[src/rtl/paket_pkg.sv]
// Shared field layout, response encodings and packet struct for the paket receive path.
package paket_pkg;

    localparam int unsigned TAG_MSB  = 35;
    localparam int unsigned TAG_LSB  = 34;
    localparam int unsigned RESP_MSB = 33;
    localparam int unsigned RESP_LSB = 32;
    localparam int unsigned DATA_MSB = 31;
    localparam int unsigned PAKET_W  = 36;
    localparam int unsigned N_PORTS  = 4;

    localparam logic [1:0] RESP_OKAY   = 2'b00;
    localparam logic [1:0] RESP_EXOKAY = 2'b01;
    localparam logic [1:0] RESP_SLVERR = 2'b10;
    localparam logic [1:0] RESP_DECERR = 2'b11;

    typedef struct packed {
        logic [1:0]  tag;
        logic [1:0]  resp;
        logic [31:0] data;
    } paket_t;

    // SLVERR and DECERR both carry resp[1] = 1.
    function automatic logic is_err_resp(input logic [1:0] resp);
        return resp[1];
    endfunction

endpackage

[src/rtl/paket_fifo.sv]
// Per-port synchronous packet FIFO; DEPTH must be a power of two so pointers wrap naturally.
module paket_fifo
    import paket_pkg::*;
#(
    parameter int unsigned DEPTH = 4
) (
    input  logic                     clk,
    input  logic                     rst,
    input  logic                     push_i,
    input  logic [PAKET_W-1:0]       wdata_i,
    input  logic                     pop_i,
    output logic [PAKET_W-1:0]       rdata_o,
    output logic                     full_o,
    output logic                     empty_o,
    output logic [$clog2(DEPTH):0]   count_o
);

    localparam int unsigned PTR_W = $clog2(DEPTH);
    localparam logic [PTR_W:0] FULL_CNT = (PTR_W + 1)'(DEPTH);

    logic [PAKET_W-1:0] mem_q [DEPTH];
    logic [PTR_W-1:0]   wr_ptr_q, rd_ptr_q;
    logic [PTR_W:0]     count_q, count_d;

    always_comb begin
        count_d = count_q;
        case ({push_i, pop_i})
            2'b10:   count_d = count_q + (PTR_W + 1)'(1);
            2'b01:   count_d = count_q - (PTR_W + 1)'(1);
            default: count_d = count_q;
        endcase
    end

    always_ff @(posedge clk) begin
        if (push_i) begin
            mem_q[wr_ptr_q] <= wdata_i;
        end
    end

    always_ff @(posedge clk or posedge rst) begin
        if (rst) begin
            wr_ptr_q <= '0;
            rd_ptr_q <= '0;
            count_q  <= '0;
        end else begin
            if (push_i) wr_ptr_q <= wr_ptr_q + PTR_W'(1);
            if (pop_i)  rd_ptr_q <= rd_ptr_q + PTR_W'(1);
            count_q <= count_d;
        end
    end

    assign rdata_o = mem_q[rd_ptr_q];
    assign full_o  = (count_q == FULL_CNT);
    assign empty_o = (count_q == '0);
    assign count_o = count_q;

endmodule

[src/rtl/paket_unpacker.sv]
// Four buffered packet ports arbitrated round-robin onto one registered decoded output.
// Optional resp-error counter enabled by defining PAKET_ERR_CNT_EN.
module paket_unpacker
    import paket_pkg::*;
#(
    parameter int unsigned DEPTH = 4
) (
    input  logic        clk,
    input  logic        rst,
    input  logic [35:0] Paket_port1,
    input  logic [35:0] Paket_port2,
    input  logic [35:0] Paket_port3,
    input  logic [35:0] Paket_port4,
    input  logic        valid_port1,
    input  logic        valid_port2,
    input  logic        valid_port3,
    input  logic        valid_port4,
    output logic        ready_port1,
    output logic        ready_port2,
    output logic        ready_port3,
    output logic        ready_port4,
    output logic [31:0] out_data,
    output logic [1:0]  out_resp,
    output logic [1:0]  out_tag,
    output logic [1:0]  out_port,
    output logic        out_valid,
`ifdef PAKET_ERR_CNT_EN
    output logic [15:0] err_count,
`endif
    input  logic        out_ready
);

    localparam int unsigned PTR_W = $clog2(DEPTH);

    logic [PAKET_W-1:0] pkt_in [N_PORTS];
    logic [PAKET_W-1:0] head   [N_PORTS];
    logic [PTR_W:0]     cnt    [N_PORTS];
    logic [N_PORTS-1:0] valid_in, push, pop, full, empty;

    logic [1:0]  rr_q, grant_idx, cand;
    logic        grant_vld, load;
    paket_t      head_sel;

    logic [31:0] out_data_q;
    logic [1:0]  out_resp_q, out_tag_q, out_port_q;
    logic        out_valid_q;

    assign pkt_in[0] = Paket_port1;
    assign pkt_in[1] = Paket_port2;
    assign pkt_in[2] = Paket_port3;
    assign pkt_in[3] = Paket_port4;
    assign valid_in  = {valid_port4, valid_port3, valid_port2, valid_port1};

    // Ready comes only from registered FIFO state, never from valid or out_ready.
    assign push = valid_in & ~full;

    for (genvar i = 0; i < N_PORTS; i++) begin : g_fifo
        paket_fifo #(
            .DEPTH (DEPTH)
        ) u_fifo (
            .clk     (clk),
            .rst     (rst),
            .push_i  (push[i]),
            .wdata_i (pkt_in[i]),
            .pop_i   (pop[i]),
            .rdata_o (head[i]),
            .full_o  (full[i]),
            .empty_o (empty[i]),
            .count_o (cnt[i])
        );
    end

    logic unused_cnt;
    assign unused_cnt = ^{cnt[0], cnt[1], cnt[2], cnt[3]};

    always_comb begin
        grant_vld = 1'b0;
        grant_idx = rr_q;
        cand      = '0;
        for (int k = 0; k < N_PORTS; k++) begin
            cand = rr_q + 2'(k);
            if (!grant_vld && !empty[cand]) begin
                grant_vld = 1'b1;
                grant_idx = cand;
            end
        end
    end

    assign load     = (!out_valid_q || out_ready) && grant_vld;
    assign head_sel = head[grant_idx];

    always_comb begin
        pop = '0;
        if (load) pop[grant_idx] = 1'b1;
    end

    always_ff @(posedge clk or posedge rst) begin
        if (rst) begin
            rr_q        <= '0;
            out_valid_q <= 1'b0;
            out_data_q  <= '0;
            out_resp_q  <= '0;
            out_tag_q   <= '0;
            out_port_q  <= '0;
        end else if (load) begin
            rr_q        <= grant_idx + 2'd1;
            out_valid_q <= 1'b1;
            out_data_q  <= head_sel.data;
            out_resp_q  <= head_sel.resp;
            out_tag_q   <= head_sel.tag;
            out_port_q  <= grant_idx;
        end else if (out_ready) begin
            out_valid_q <= 1'b0;
        end
    end

`ifdef PAKET_ERR_CNT_EN
    logic [15:0] err_q;

    always_ff @(posedge clk or posedge rst) begin
        if (rst) begin
            err_q <= '0;
        end else if (load && is_err_resp(head_sel.resp) && (err_q != 16'hFFFF)) begin
            err_q <= err_q + 16'd1;
        end
    end

    assign err_count = err_q;
`endif

    assign ready_port1 = ~full[0];
    assign ready_port2 = ~full[1];
    assign ready_port3 = ~full[2];
    assign ready_port4 = ~full[3];

    assign out_data  = out_data_q;
    assign out_resp  = out_resp_q;
    assign out_tag   = out_tag_q;
    assign out_port  = out_port_q;
    assign out_valid = out_valid_q;

endmodule

[config.mk]
export PLATFORM = sky130hd
export DESIGN_NAME = paket_unpacker
export DESIGN_NICKNAME = d
export VERILOG_FILES = /design/src/rtl/paket_pkg.sv /design/src/rtl/paket_fifo.sv /design/src/rtl/paket_unpacker.sv
export SDC_FILE = /design/constraint.sdc
export NUM_CORES = 1
export LEC_CHECK = 0
export CORE_MARGIN = 2
export CORE_UTILIZATION = 60
export CTS_CLUSTER_DIAMETER = 40
export DETAILED_ROUTE_END_ITERATION = 7
export DONT_BUFFER_PORTS = 1
export PLACE_DENSITY_LB_ADDON = 0.15
export SYNTH_ARGS = -nofsm -noshare
export SYNTH_HDL_FRONTEND = slang
export SYNTH_SLANG_ARGS = --single-unit
[constraint.sdc]
create_clock -name clk -period 6.3 [get_ports clk]
set_clock_uncertainty 0.1 [all_clocks]
set_input_delay 1.89 -clock clk [delete_from_list [all_inputs] [get_ports clk]]
set_output_delay 1.89 -clock clk [all_outputs]
set_load 0.01 [all_outputs]
==> reports/qor.yml, run 1 <==
ios: 194
worstPathCellList: "nor3_1 -> a311oi_2 -> a311oi_4 -> buf_4 -> and2_1 -> nand3_2 -> inv_2 -> ha_1 -> inv_1 -> fa_1 -> xor2_1 -> nor2_1 -> xor2_1"
postLayoutCoreUtil_pct: 68.6
synth_cell_types: 43
post-route-min-period_ns: 3.87
status: "finished, final reports clean"
cts_resized: 0
crit_path_top_delay_cell: "buf_4"
io_buffers: 0
ys_seq_area_share_pct: 74.9
cts_sinks: 645
slew_headroom_pct: 28.2
hpwlAfterDp_microns: 32000
crit_type: "reg2reg"
layout_setup_ws_ns: 2.43
rows: 75
reg2reg_setup_slack_ns: 2.43
holdBufCountCts: 0
synthesis.area_per_instance_sq_um: 20.3
drv_cap: 0
ys_warn_count: 0
postCtsSetupRepairBufs: 0
path_common_cell: "xor2_1"
wl_per_cell_microns: 27.3
final-setup-viol-count: 0
placed_area_sq_mm: 0.0259
grt_overflow: 0
synth_top_cells_by_area: "edfxtp_1 68%, mux4_2 13%, dfrtp_1 6.8%"
dp.cells: 1739
postRouteAntennaNets: 0
first_pass_iters: 5
drive_gt1_share_pct: 27.1
antennaDiodeCount: 0
hold_violations: 0
cts_tree: "built"
die_h_microns: 210
start_util_pct: 60.7
cp_slowest_stage_delay_ns: 0.54
grt_pass1_wl_microns: 78300
hold_class: "reg2reg"
finalNonFillerCells: 1899
grt_max_degree: 70
cp_data_arrival_time_ns: 4.30
wl_microns: 51900
cts.clk_slew.worst_paths_ns: 0.06
worst_pin_slew_ns: 1.08
endpoint_kind: "flop"
irDropWorstVdd_mv: 0.273
synth_nets: 1426
synthesis.area_sq_mm: 0.0254
antenna_found_initial: 0
whs_ns: 0.367
cts_max_level: 3
area_growth_pct: 13.0
grt_pass1_vias: 12100
drc: 0
max_freq_mhz: 258
cts-root-buf: "clkbuf_16"
fin_crit_sh_pct: 61.5
design.die.area_sq_mm: 0.0440
leakage_nw: 9.69
rsz0062_at_grt: "no"
power_density_mw_per_mm2: 523
routabilityCongestion: 0.818
numCtsBuffers: 85
clkLatencyLatePin_ns: 0.61
core_sq_mm: 0.0419
crit_fanout: 67
crit_family: "simple AND/OR/NAND/NOR gates"
vias: 12000
cp-start-kind: "flop"
drv_slew: 0
ys_ff_latch: 645
grt.total_usage_pct: 24.4
finalInstanceArea_sq_mm: 0.0287
p_total_mw: 15.0
dr.first_iter.drc_count: 1023
syn-instance-count: 1251
die-width_microns: 210
nNetsFinal: 1462
worstPathRequired_ns: 6.72
synth_area_leader_cell: "edfxtp_1"
tns_ns: 0
n_fill_cell: 2593
cts_max_path_buffers: 3
place_ws_ns: 1.93
crit_buf_inv: 3
viasPerCell: 6.33
netlist.area_leader.share_pct: 68.1
-- Yosys cell counts --
cell type  count
fa_1           4
o211ai_1       2
mux4_2       144
inv_2          2
a221oi_2      28
xnor2_1       14
ha_1          20
a21oi_1       39
o21ai_1       37
o21ai_0        6
nor2_1        46
buf_6         12
a21o_1         1
edfxtp_1     576
a21boi_0      18
nand2_1       19
nor3_1         5
a311oi_2       2
dfrtp_1       69
nand2b_1       1
xor2_1        10
mux2i_1        6
inv_1         25
nor2_2         1
o221ai_1       3
or2_2          1
clkbuf_1      32
o31ai_4        1
and3_1        49
nand4_1        1
buf_4          3
a32oi_1        3
nand3_1        9
or3_1          4
o21bai_2       1
a21boi_1      15
nor3_2         1
buf_2         25
o31ai_2        1
nor4_1         1
nand3_2        1
and2_1         8
a221oi_1       5
-- worst reg2reg max path, stage by stage (launching register included) --
cell      delay, ns
dfrtp_1        0.41
nor3_1         0.47
a311oi_2       0.21
a311oi_4       0.22
buf_4          0.54
and2_1         0.56
nand3_2        0.18
inv_2          0.10
ha_1           0.18
inv_1          0.06
fa_1           0.37
xor2_1         0.15
nor2_1         0.11
xor2_1         0.15
-- sequential cells by signal, summed over array words and instances, names as in the netlist --
name                    cells
out_port                    2
g_fifo.u_fifo.count_o      12
out_tag                     2
out_valid                   1
g_fifo.u_fifo.wr_ptr_q      8
g_fifo.u_fifo.rd_ptr_q      8
g_fifo.u_fifo.mem_q       576
rr_q                        2
out_resp                    2
out_data                   32
-- metal layers --
layer	GRT usage, %	vias up	share of wire [%]
met2	35.3	419	46
li1	-	5212	-
met5	0	-	0
met1	35.5	6307	42
met3	8.08	77	9.2
met4	8.78	0	2.7
-- final cells by class --
class	count	area, sq um	area share (%)
clock buffers	97	2260	7.86
multi-input cells	507	5900	20.6
inverters	27	103	0.357
clock inverters	63	582	2.03
well taps	539	674	2.35
flip-flops and latches	645	19000	66.3
repair buffers	21	158	0.549
-- worst paths after layout --
check	startpoint	endpoint	cells after the start
min	g_fifo[1].u_fifo.rd_ptr_q[0]	g_fifo[1].u_fifo.rd_ptr_q[0]	1
max in group asynchronous	rst	g_fifo[0].u_fifo.rd_ptr_q[0]	2
min reg2reg	g_fifo[1].u_fifo.rd_ptr_q[0]	g_fifo[1].u_fifo.rd_ptr_q[0]	1
min in group asynchronous	rst	out_port[0]	2
max reg2reg	g_fifo[1].u_fifo.count_o[2]	g_fifo[2].u_fifo.count_o[2]	13
max	g_fifo[1].u_fifo.count_o[2]	g_fifo[2].u_fifo.count_o[2]	13
-- power breakdown --
part	internal (mW)	total [mW]	switching, mW
Combinational	1.69	4.08	2.40
Clock	2.83	4.70	1.87
Sequential	5.73	6.24	0.510
Total	10.3	15.0	4.77
-- layout by cell type (no fill, tap or decap), types with 5 or more instances in the layout --
| master | instances |
|---|---|
| edfxtp_1 | 576 |
| mux4_2 | 144 |
| clkbuf_16 | 88 |
| dfrtp_1 | 65 |
| nor2_1 | 46 |
| a21oi_1 | 39 |
| and3_1 | 37 |
| o21ai_1 | 37 |
| a221oi_2 | 28 |
| inv_1 | 24 |
| buf_4 | 21 |
| ha_1 | 20 |
| a21boi_0 | 18 |
| nand2_1 | 18 |
| a21boi_1 | 15 |
| xnor2_1 | 14 |
| clkinv_2 | 13 |
| clkinv_4 | 13 |
| inv_6 | 13 |
| and3_2 | 12 |
| xor2_1 | 10 |
| nand3_1 | 9 |
| clkinv_1 | 8 |
| and2_1 | 7 |
| clkbuf_1 | 7 |
| clkinvlp_4 | 7 |
| o21ai_0 | 6 |
| mux2i_1 | 6 |
| a221oi_1 | 5 |
| nor3_1 | 5 |
| bufinv_16 | 5 |
-- cells by family (layout without fill, tap and decap cells) --
group | Yosys count | in the layout | synth area share (%)
and+or+nand+nor | 147 | 147 | 2.94
xor gates and xnor gates | 24 | 24 | 0.828
DFF | 645 | 645 | 74.9
adders and majority gates | 24 | 24 | 1.30
AOI/OAI and AO/OA | 162 | 162 | 5.01
buffers and inverters | 99 | 208 | 1.99
muxes | 150 | 150 | 13.0
No activity file was read; power rests on OpenSTA's default activity.
==> run 2: changes to the inputs <==
==> constraint.sdc (replaced) <==
create_clock -name clk -period 3.8 [get_ports clk]
set_clock_uncertainty 0.1 [all_clocks]
set_input_delay 1.14 -clock clk [delete_from_list [all_inputs] [get_ports clk]]
set_output_delay 1.14 -clock clk [all_outputs]
set_load 0.01 [all_outputs]
==> run 2 against run 1 <==
Global-route usage decreased by 0.30 points. Critical path type unchanged. First-iteration DRC count decreased by 7.1%. Critical endpoint is now g_fifo[0].u_fifo.count_o[2]. Largest cell class unchanged. Register-to-register slack got worse by 1.8 ns.
==> reports/qor.yml, run 2 (same netlist as run 1, synthesis figures left out) <==
design.die.area_sq_mm: 0.0440  # unchanged
numCtsBuffers: 81  # was 85
cp_slowest_stage_delay_ns: 0.58  # was 0.54 ns
cts_max_path_buffers: 3  # unchanged
hpwlAfterDp_microns: 33000  # was 32000 microns
worst_pin_slew_ns: 1.04  # was 1.08 ns
dr.first_iter.drc_count: 950  # was 1023
antenna_found_initial: 1  # was 0
max_freq_mhz: 318  # was 258 MHz
cts_max_level: 3  # unchanged
final_cell_mix: "576 x edfxtp_1, 144 x mux4_2, 85 x clkbuf_16"  # was 576 x edfxtp_1, 144 x mux4_2, 88 x clkbuf_16
final_common_cell: "edfxtp_1"  # unchanged
grt_max_degree: 67  # was 70
crit_path_top_delay_cell: "or3_1"  # was buf_4
top_register: "g_fifo.u_fifo.mem_q"  # unchanged
drv_cap: 0  # unchanged
die_h_microns: 210  # unchanged
hold_violations: 0  # unchanged
vias: 11900  # was 12000
first_pass_iters: 5  # unchanged
cts_tree: "built"  # unchanged
status: "finished, final reports clean"  # unchanged
wl_per_cell_microns: 27.0  # was 27.3 microns
endpoint_kind: "flop"  # unchanged
fin_crit_sh_pct: 82.8  # was 61.5%
crit_family: "simple AND/OR/NAND/NOR gates"  # unchanged
drc: 0  # unchanged
postRouteAntennaNets: 0  # unchanged
clkLatencyLatePin_ns: 0.60  # was 0.61 ns
cts_resized: 0  # unchanged
worstPathRequired_ns: 4.21  # was 6.72 ns
cts-root-buf: "clkbuf_16"  # unchanged
ios: 194  # unchanged
grt_overflow: 0  # unchanged
post-route-min-period_ns: 3.15  # was 3.87 ns
nNetsFinal: 1473  # was 1462
crit_fanout: 7  # was 67
placed_area_sq_mm: 0.0260  # was 0.0259 sq mm
io_buffers: 0  # unchanged
leakage_nw: 9.73  # was 9.69 nW
rsz0062_at_grt: "no"  # unchanged
die-width_microns: 210  # unchanged
core_sq_mm: 0.0419  # unchanged
drv_slew: 0  # unchanged
largest_reg_flops: 576  # unchanged
slew_headroom_pct: 30.3  # was 28.2%
power_density_mw_per_mm2: 864  # was 523 mW/mm^2
hold_class: "reg2reg"  # unchanged
tns_ns: 0  # unchanged
irDropWorstVdd_mv: 0.505  # was 0.273 mV
crit_type: "reg2reg"  # unchanged
grt_pass1_vias: 12200  # was 12100
path_common_cell: "xor2_1"  # unchanged
finalInstanceArea_sq_mm: 0.0288  # was 0.0287 sq mm
grt_pass1_wl_microns: 76900  # was 78300 microns
crit_buf_inv: 1  # was 3
grt.total_usage_pct: 24.1  # was 24.4%
drive_gt1_share_pct: 27.0  # was 27.1%
holdBufCountCts: 0  # unchanged
wl_microns: 51500  # was 51900 microns
cts_sinks: 645  # unchanged
viasPerCell: 6.27  # was 6.33
postCtsSetupRepairBufs: 0  # unchanged
start_util_pct: 60.7  # unchanged
cp_data_arrival_time_ns: 3.56  # was 4.30 ns
routabilityCongestion: 0.824  # was 0.818
cp-start-kind: "flop"  # unchanged
final-setup-viol-count: 0  # unchanged
worstPathCellList: "or3_1 -> nor2_2 -> a21oi_1 -> o31ai_2 -> and2_1 -> ha_1 -> inv_1 -> fa_1 -> xor2_1 -> nor2_1 -> xor2_1"  # was nor3_1 -> a311oi_2 -> a311oi_4 -> buf_4 -> and2_1 -> nand3_2 -> inv_2 -> ha_1 -> inv_1 -> fa_1 -> xor2_1 -> nor2_1 -> xor2_1
cts.clk_slew.worst_paths_ns: 0.06  # about the same
area_growth_pct: 13.3  # was 13.0%
rows: 75  # unchanged
run 2: cell count changes in the layout (fill, tap and decap cells not counted):
cell        previous run  this run
inv_6                 13         9
buf_4                 21        33
bufinv_16              5         7
clkinv_4              13         8
clkinv_2              13         8
clkbuf_1               7        10
clkinvlp_4             7         4
buf_12                 0         3
clkbuf_16             88        85
diode_2                0         1
clkinv_1               8        10
inv_8                  4         7
run 2: final cells by class:
| type | count | area (sq um) |
|---|---|---|
| Tap cell | 539 | 674 |
| Multi-Input combinational cell | 507 | 5900 |
| Inverter | 27 | 103 |
| Clock buffer | 97 | 2190 |
| Clock inverter | 53 | 557 |
| Fill cell | 2610 | 13100 |
| Timing Repair Buffer | 36 | 308 |
| Antenna cell | 1 | 2.50 |
| Sequential cell | 645 | 19000 |
run 2: final timing paths:
check / start / end / slack [ns] / cells after the start
worst min register to register: g_fifo[3].u_fifo.count_o[0] / g_fifo[3].u_fifo.count_o[0] / 0.42 / 1
worst max register to register: g_fifo[1].u_fifo.count_o[2] / g_fifo[0].u_fifo.count_o[2] / 0.65 / 11
worst min-delay path: g_fifo[3].u_fifo.count_o[0] / g_fifo[3].u_fifo.count_o[0] / 0.42 / 1
max in group asynchronous: rst / g_fifo[0].u_fifo.rd_ptr_q[0] / 2.44 / 2
worst max-delay path: g_fifo[1].u_fifo.count_o[2] / g_fifo[0].u_fifo.count_o[2] / 0.65 / 11
min in group asynchronous: rst / g_fifo[3].u_fifo.wr_ptr_q[1] / 0.46 / 1
run 2: where the power goes:
| group | switching (mW) | total, mW | internal, mW |
|---|---|---|---|
| clock | 2.99 | 7.67 | 4.67 |
| combinational | 3.73 | 6.65 | 2.92 |
| sequential | 1.05 | 10.5 | 9.49 |
| total | 7.77 | 24.9 | 17.1 |
run 2: metrics by stage:
stage / hold slack (ns) / cells / util [%] / total power, mW / setup slack [ns]
after floorplan: 0.377 / 1251 / - / 15.4 / 0.727
after global placement: 0.397 / 1754 / 62.2 / 17.2 / 0.669
after detailed placement: 0.418 / 1754 / 62.2 / 17.4 / 0.598
after CTS: 0.420 / 1904 / 68.7 / 25.1 / 0.682
after global routing: 0.456 / 1904 / 68.7 / 26.0 / 0.446
final: 0.421 / 1905 / 68.7 / 24.9 / 0.654
run 2: routing by layer:
layer	share of wire, %	global-route usage (%)
met4	2.6	8.41
met2	46	35.6
met3	9.2	8.39
met5	0	0
met1	42	34.2
==> run 3: changes to the inputs <==
--- a/config.mk
+++ b/config.mk
@@ -6,7 +6,7 @@
 export NUM_CORES = 1
 export LEC_CHECK = 0
 export CORE_MARGIN = 2
-export CORE_UTILIZATION = 60
+export CORE_UTILIZATION = 57
 export CTS_CLUSTER_DIAMETER = 40
 export DETAILED_ROUTE_END_ITERATION = 7
 export DONT_BUFFER_PORTS = 1
==> constraint.sdc (replaced) <==
create_clock -name clk -period 2.7 [get_ports clk]
set_clock_uncertainty 0.1 [all_clocks]
set_input_delay 0.81 -clock clk [delete_from_list [all_inputs] [get_ports clk]]
set_output_delay 0.81 -clock clk [all_outputs]
set_load 0.01 [all_outputs]
==> run 3 against run 2 <==
Critical endpoint unchanged. Largest cell class unchanged. Highest routed layer unchanged. Die area is 5.2% higher. Wire length rose by 2.9%. Sequential power increased by 37%. Critical path type unchanged. Largest power group unchanged. Count of clock-buffer cells in the layout is 1 higher.
==> reports/qor.yml, run 3 (same netlist as run 1, synthesis figures left out) <==
core_sq_mm: 0.0441  # was 0.0419 sq mm
grt.total_usage_pct: 23.5  # was 24.1%
dp.cells: 1848  # was 1754
drive_gt1_share_pct: 30.8  # was 27.0%
wl_per_cell_microns: 26.4  # was 27.0 microns
dr.first_iter.drc_count: 1019  # was 950
crit_fanout: 4  # was 7
seq_power_share_pct: 40.5  # was 42.4%
reg2reg_from: "g_fifo[1].u_fifo.count_o[1]"  # was g_fifo[1].u_fifo.count_o[2]
post-route-min-period_ns: 2.64  # was 3.15 ns
final_common_cell: "edfxtp_1"  # unchanged
rsz0062_at_grt: "yes"  # was no
drc: 0  # unchanged
hpwlAfterDp_microns: 33600  # was 33000 microns
drv_cap: 0  # unchanged
hold_class: "in2reg"  # was reg2reg
top_register: "g_fifo.u_fifo.mem_q"  # unchanged
cts_sinks: 645  # unchanged
grt_overflow: 0  # unchanged
fin_crit_sh_pct: 97.7  # was 82.8%
antennaDiodeCount: 0  # was 1
final-setup-viol-count: 0  # unchanged
worst_pin_slew_ns: 0.722  # was 1.04 ns
hold_violations: 0  # unchanged
finalNonFillerCells: 2008  # was 1905
worstPathRequired_ns: 3.14  # was 4.21 ns
final_cell_mix: "576 x edfxtp_1, 144 x mux4_2, 83 x clkbuf_16"  # was 576 x edfxtp_1, 144 x mux4_2, 85 x clkbuf_16
endpoint_kind: "flop"  # unchanged
irDropWorstVdd_mv: 0.821  # was 0.505 mV
internal_power_mw: 24.2  # was 17.1 mW
area_growth_pct: 16.3  # was 13.3%
grt_pass1_wl_microns: 80000  # was 76900 microns
numCtsBuffers: 83  # was 81
multiInputGateArea_sq_mm: 0.00605  # was 0.00590 sq mm
nNetsFinal: 1522  # was 1473
placed_area_sq_mm: 0.0267  # was 0.0260 sq mm
cts_max_level: 3  # unchanged
seq_area_sq_mm: 0.0190  # unchanged
first_pass_iters: 5  # unchanged
design.die.area_sq_mm: 0.0462  # was 0.0440 sq mm
grt_max_degree: 67  # unchanged
cts_tree: "built"  # unchanged
antenna_found_initial: 0  # was 1
cp_data_arrival_time_ns: 3.08  # was 3.56 ns
cp-start-kind: "flop"  # unchanged
start_util_pct: 57.5  # was 60.7%
leakage_nw: 10.0  # was 9.73 nW
rows: 77  # was 75
clkLatencyLatePin_ns: 0.62  # was 0.60 ns
grt_pass1_vias: 12400  # was 12200
slew_headroom_pct: 51.9  # was 30.3%
power_frac_clock_pct: 29.1  # was 30.9%
ios: 194  # unchanged
wl_microns: 53000  # was 51500 microns
viasPerCell: 6.06  # was 6.27
p_sw_mw: 11.4  # was 7.77 mW
finalInstanceArea_sq_mm: 0.0295  # was 0.0288 sq mm
die-width_microns: 215  # was 210 microns
cts_max_path_buffers: 3  # unchanged
largest_reg_flops: 576  # unchanged
combPwrFrac_pct: 30.5  # was 26.8%
drv_slew: 0  # unchanged
vias: 12200  # was 11900
die_h_microns: 215  # was 210 microns
power_density_mw_per_mm2: 1210  # was 864 mW/mm^2
min_from: "Paket_port4[27]"  # was g_fifo[3].u_fifo.count_o[0]
max_freq_mhz: 379  # was 318 MHz
cts-root-buf: "clkbuf_16"  # unchanged
crit_type: "reg2reg"  # unchanged
io_buffers: 0  # unchanged
cts.clk_slew.worst_paths_ns: 0.06  # about the same
cp-startpoint: "g_fifo[1].u_fifo.count_o[1]"  # was g_fifo[1].u_fifo.count_o[2]
postRouteAntennaNets: 0  # unchanged
status: "finished, final reports clean"  # unchanged
n_fill_cell: 2931  # was 2610
p_sw_share_pct: 32.0  # was 31.3%
routabilityCongestion: 0.849  # was 0.824
-- run 3: path summary, 6_finish.rpt --
kind | end | slack, ns | cells after the start
max | g_fifo[0].u_fifo.count_o[2] | 0.06 | 12
min | g_fifo[3].u_fifo.mem_q[0][27] | 0.18 | 0
max reg2reg | g_fifo[0].u_fifo.count_o[2] | 0.06 | 12
min reg2reg | g_fifo[1].u_fifo.rd_ptr_q[0] | 0.40 | 1
max in group asynchronous | out_data[18] | 1.29 | 3
min in group asynchronous | out_data[3] | 0.58 | 2
-- run 3: layout make-up --
| cell class | instances | area share, % |
|---|---|---|
| clock buffers | 98 | 7.36 |
| clock inverters | 56 | 1.61 |
| inverters | 27 | 0.356 |
| multi-input cells | 507 | 20.5 |
| flip-flops and latches | 645 | 64.5 |
| well taps | 592 | 2.51 |
| repair buffers | 83 | 3.20 |
-- run 3: layer usage --
layer	part of all wire (%)	track usage (%)	up-vias
li1	-	-	5309
met1	42	33.7	6379
met3	8.8	8.48	84
met2	46	34.4	402
met5	0	0	-
met4	2.5	7.20	0
-- run 3: timing repair --
action | CTS | global route
hold buffers | 1 | 0
pin swaps | 0 | 20
resized for setup | 3 | 27
endpoints found under the setup margin | 11 | 22
gates cloned | 0 | 0
hold endpoints to repair | 3 | 0
buffers inserted | 0 | 5
-- run 3: power by group through the flow --
| stage | logic (mW) | clock network [mW] | registers [mW] |
|---|---|---|---|
| floorplan | 7.53 | 0 | 14.2 |
| global placement | 10.6 | 0 | 14.5 |
| detailed placement | 10.7 | 0 | 14.6 |
| CTS | 10.8 | 10.5 | 14.4 |
| global route | 11.7 | 11.0 | 14.6 |
| finish | 10.8 | 10.4 | 14.4 |
-- run 3: critical path: stages, from the launching register on --
cell and delay (ns):
dfrtp_1 0.39, or3_4 0.45, buf_4 0.18, o21ai_1 0.12, o21ai_1 0.10, o31ai_2 0.08
and2_4 0.19, ha_2 0.17, inv_1 0.05, fa_2 0.33, xor2_1 0.14, nor2_1 0.12
xor2_1 0.14
-- run 3: through the flow --
step / power (mW) / util [%] / setup TNS (ns) / setup WS [ns] / hold slack (ns)
after global routing: 37.2 / 66.9 / -0.308 / -0.0434 / 0.148
after CTS: 35.7 / 66.6 / 0 / 0.00785 / 0.145
after detailed placement: 25.3 / 60.5 / -0.327 / -0.0841 / 0.394
final: 35.6 / 66.9 / 0 / 0.0621 / 0.177
after floorplan: 21.7 / - / -0.110 / -0.0583 / 0.377
after global placement: 25.1 / 60.5 / -0.0893 / -0.0514 / 0.392
